### src/rtl/cmd_file_register.sv
// rtl/cmd_file_register.sv - GPO instruction decoder and GPI readback between the micro and the convolution datapath
// Optional feature: define KERNEL_SEL_READBACK_EN to echo the kernel selection on o_data_to_micro.
module cmd_file_register #(
  parameter int NB_C0M  = 7,
  parameter int NB_DATA = 24,
  parameter int NB_INST = 32
) (
  input  logic               clock,
  input  logic               reset,
  input  logic [NB_INST-1:0] i_cmd_from_micro,
  input  logic               i_frame_ready,
  input  logic [NB_INST-1:0] i_pixels_from_mem,
  output logic [NB_INST-1:0] o_data_to_micro,
  output logic [NB_DATA-1:0] o_pixels_from_micro,
  output logic [1:0]         o_kernel_sel,
  output logic               o_load,
  output logic               o_get_pixels,
  output logic               o_start_conv
);

  localparam logic [NB_C0M-1:0] CMD_KERNEL_SEL     = NB_C0M'(0);
  localparam logic [NB_C0M-1:0] CMD_LOAD_FRAME     = NB_C0M'(1);
  localparam logic [NB_C0M-1:0] CMD_END_FRAME      = NB_C0M'(2);
  localparam logic [NB_C0M-1:0] CMD_IS_FRAME_READY = NB_C0M'(3);
  localparam logic [NB_C0M-1:0] CMD_GET_FRAME      = NB_C0M'(4);

  logic               enable;
  logic [NB_C0M-1:0]  cmd;
  logic [NB_DATA-1:0] data;
  logic               en_d;
  logic               trigger;
  logic               cap_pend;

  assign enable  = i_cmd_from_micro[NB_INST-1];
  assign cmd     = i_cmd_from_micro[NB_INST-2 -: NB_C0M];
  assign data    = i_cmd_from_micro[NB_DATA-1:0];
  assign trigger = enable & ~en_d;

  // The triggered command's write comes after the capture write, so it wins a collision.
  always_ff @(posedge clock) begin
    if (reset) begin
      en_d                <= 1'b0;
      cap_pend            <= 1'b0;
      o_data_to_micro     <= '0;
      o_pixels_from_micro <= '0;
      o_kernel_sel        <= '0;
      o_load              <= 1'b0;
      o_get_pixels        <= 1'b0;
      o_start_conv        <= 1'b0;
    end else begin
      en_d         <= enable;
      o_load       <= 1'b0;
      o_get_pixels <= 1'b0;
      o_start_conv <= 1'b0;
      // Memory registers its word on the edge the fetch strobe drops; take it one edge later.
      cap_pend     <= o_get_pixels;
      if (cap_pend) begin
        o_data_to_micro <= i_pixels_from_mem;
      end
      if (trigger) begin
        case (cmd)
          CMD_KERNEL_SEL: begin
            o_kernel_sel <= data[1:0];
`ifdef KERNEL_SEL_READBACK_EN
            o_data_to_micro <= {{(NB_INST-2){1'b0}}, data[1:0]};
`endif
          end
          CMD_LOAD_FRAME: begin
            o_pixels_from_micro <= data;
            o_load              <= 1'b1;
          end
          CMD_END_FRAME: begin
            o_start_conv <= 1'b1;
          end
          CMD_IS_FRAME_READY: begin
            o_data_to_micro <= {{(NB_INST-1){1'b0}}, i_frame_ready};
          end
          CMD_GET_FRAME: begin
            o_get_pixels <= 1'b1;
          end
          default: begin
          end
        endcase
      end
    end
  end

endmodule

### config.mk
export PLATFORM = sky130hd
export DESIGN_NAME = cmd_file_register
export DESIGN_NICKNAME = d
export VERILOG_FILES = /design/src/rtl/cmd_file_register.sv
export SDC_FILE = /design/constraint.sdc
export NUM_CORES = 1
export LEC_CHECK = 0
export ABC_AREA = 1
export ABC_CLOCK_PERIOD_IN_PS = 1860
export CORE_ASPECT_RATIO = 1.4
export CORE_MARGIN = 2
export CORE_UTILIZATION = 31
export CTS_CLUSTER_SIZE = 25
export DETAILED_ROUTE_END_ITERATION = 10
export PLACE_DENSITY_LB_ADDON = 0.12
export SKIP_CTS_REPAIR_TIMING = 1
export SLEW_MARGIN = 20
export SYNTH_ARGS = -nofsm -noshare
export SYNTH_HDL_FRONTEND = slang
export SYNTH_SLANG_ARGS = --single-unit
### constraint.sdc
create_clock -name clock -period 1.86 [get_ports clock]
set_clock_uncertainty 0.15 [all_clocks]
set_input_delay 0.372 -clock clock [delete_from_list [all_inputs] [get_ports clock]]
set_output_delay 0.372 -clock clock [all_outputs]
set_load 0.01 [all_outputs]
==> flow_summary.ini, run 1 <==
[synthesis]
synthCells = 404
synth_top_area_cell = dfxtp_1
synth-edff-count = 0
synth_nets = 471
synth_top_cells_by_count = nand2_1, inv_1, dfxtp_1
synthesis.area_sq_um = 2679
netlist.area_leader.share = 0.4708
async_flop_share = 0
yosysMostFrequentCell = nand2_1
ys_types = 18
yosysWarnings = 0
synthFlopType = dfxtp_1
synth_area_leaders = dfxtp_1, nand2_1, inv_1, nor2_1, nor2_2
syn_avg_cell_area_sq_um = 6.631
synth_seq_cells = 63
ys_seq_area_frac = 0.4708

[worst_setup_path]
cp-end-kind = primary output
path_cells = clkdlybuf4s50_1
crit_fanout = 2
crit_required_ns = 1.34
slowest_delay_ns = 0.56
setup.worst_path.class = flip-flop to primary output
cp-startpoint = o_data_to_micro[27]$_SDFF_PP0_
crit_family = buffers and inverters
worstSetupStartpointType = flip-flop
r2r-start = en_d$_SDFF_PP0_
crit_buf_inv = 1
critPathSlowestCell = clkdlybuf4s50_1
cp.arrival_ns = 1.22

[power]
switching_share = 0.1883
powerDensity_nw_per_um2 = 750.8
ir_drop_mv = 0.4574
p_sw_mw = 0.6184
pwr-share-seq = 0.413
p_comb_frac = 0.064
clkPwrFrac = 0.523
p_int_mw = 2.666
leakagePower_nw = 2.247

[grt]
grtUsageTotal = 0.1493
grt_overflow = 0
antenna_found_initial = 0
grt_max_degree = 35
grt_pass1_wl_mm = 10.83
grt_pass1_vias = 2518

[routing]
vias_per_cell = 4.033
ant_nets = 0
drt-initial-drc-count = 101
drtPass1Iterations = 4
routedWlPerCell_um = 10.24
drt-total-wl_mm = 6.602
drc = 0
vias = 2601

[timing]
rsz0062_at_grt = false
worstMarginPinSlew_ns = 0.3328
final-setup-viol-count = 0
post-route-period-util = 0.9374
maxSlewViolCount = 0
fin_tns_setup_ns = 0
hold_ws_ns = 0.2914
relSlewSlack = 0.7781
clock.fmax_mhz = 573.5
hold_viol_final = 0
period_needed_ns = 1.744

[floorplan]
start_util = 0.3149
die_h_um = 114.0
fp.dieArea_sq_um = 9412
rows = 40
core_sq_um = 8508
fp.dieW_um = 82.57
io-pin-count = 128

[cts]
clk_latency_ns = 0.32
htree_levels = 3
root_buffer = clkbuf_16
path_clk_slew_ns = 0.05
cts_made_buffers = 9
cts_tree = yes
cts_max_path_buffers = 2
cts_sinks = 63

[worst_hold_path]
hold_path.class = flip-flop to flip-flop
worstHoldStart = o_get_pixels$_SDFF_PP0_

[finish]
fin_cells = 645
area_growth_pct = 63.29
antenna_cells = 0
drive_above_1_share = 0.09259
layout.nets = 602

[placement]
routabilityCongestion = 0.8082
place_hpwl_mm = 4.710
post-place-cells = 629
port_buffers = 127

[run]
cap_viol_max_count = 0

[status]
run_status = completed
==> power by group through the flow <==
stage,combinational (mW),sequential [mW],clock [mW]
global placement,0.214,1.38,0
floorplan,0.0444,1.39,0
detailed placement,0.213,1.38,0
CTS,0.215,1.36,1.78
global route,0.228,1.35,1.84
finish,0.211,1.36,1.72
==> sequential cells by signal, summed over array words and instances, names as in the netlist <==
signal / count
o_kernel_sel: 2
o_get_pixels: 1
cap_pend: 1
en_d: 1
o_load: 1
o_data_to_micro: 32
o_start_conv: 1
o_pixels_from_micro: 24
==> worst register-to-register path, stage by stage, from the launching register on <==
cell     delay, ns
dfxtp_1       0.29
inv_1         0.06
nand2_2       0.07
nor2_4        0.13
nand3_1       0.10
nand2_1       0.07
inv_1         0.06
buf_12        0.16
nand2_1       0.08
inv_1         0.04
==> cell families after synthesis <==
| group | Yosys count | synth area share |
|---|---|---|
| AND/OR/NAND/NOR | 254 | 0.3872 |
| buffers and inverters | 86 | 0.1392 |
| flip-flops | 63 | 0.4708 |
| AO/OA/AOI/OAI | 1 | 0.002803 |
==> metal layers <==
metal / part of all wire / up-vias / GRT usage
met3: 0.096 / 9 / 0.06725
met5: 0 / - / 0
met2: 0.48 / 92 / 0.2538
li1: - / 1402 / -
met4: 0.017 / 0 / 0.05792
met1: 0.41 / 1098 / 0.1585
==> layout by cell type (no fill, tap or decap) <==
cell type	n
dfxtp_1	63
bufinv_16	2
nand3_1	3
clkdlybuf4s50_1	127
inv_1	67
buf_12	2
nor2_4	2
nand3_2	1
clkbuf_1	3
clkinv_2	2
a21boi_0	1
nor3_1	1
inv_2	2
nand2_2	2
nor2_1	40
buf_4	8
nand2_1	184
clkbuf_16	9
nor2_2	20
nor4_1	1
==> worst paths after layout <==
path / cells after the start / end / slack (ns)
max: 1 / o_data_to_micro[27] / 0.12
min: 2 / cap_pend$_SDFF_PP0_ / 0.29
max reg2reg: 9 / o_data_to_micro[8]$_SDFF_PP0_ / 0.54
min reg2reg: 2 / cap_pend$_SDFF_PP0_ / 0.29
==> through the flow <==
step             util  total power [mW]  area [sq um]  setup WS, ns
5_1_grt        0.5141             3.425          4374       0.06792
3_5_place_dp   0.4781             1.597          4068      -0.03272
2_1_floorplan       -             1.430          2679        0.5224
3_3_place_gp   0.4781             1.598          4068       0.02226
6_report       0.5141             3.284          4374        0.1165
4_1_cts        0.5141             3.348          4374       0.09575
==> cell type report <==
cell class,instances,area [sq um]
well taps,105,131.4
fillers,852,4134
flip-flops and latches,63,1261
repair buffers,137,1371
clock inverters,4,70.07
inverters,69,259.0
multi-input cells,255,1045
clock buffers,12,236.5
Power figures use the tool's default switching activity.
==> run 2, diff against run 1 <==
--- a/config.mk
+++ b/config.mk
@@ -7,6 +7,7 @@
 export LEC_CHECK = 0
 export ABC_AREA = 1
 export ABC_CLOCK_PERIOD_IN_PS = 1860
+export CAP_MARGIN = 20
 export CORE_ASPECT_RATIO = 1.4
 export CORE_MARGIN = 2
 export CORE_UTILIZATION = 31
==> results of run 2 <==
The final DEF is identical to that of run 1; final timing and power are the same.
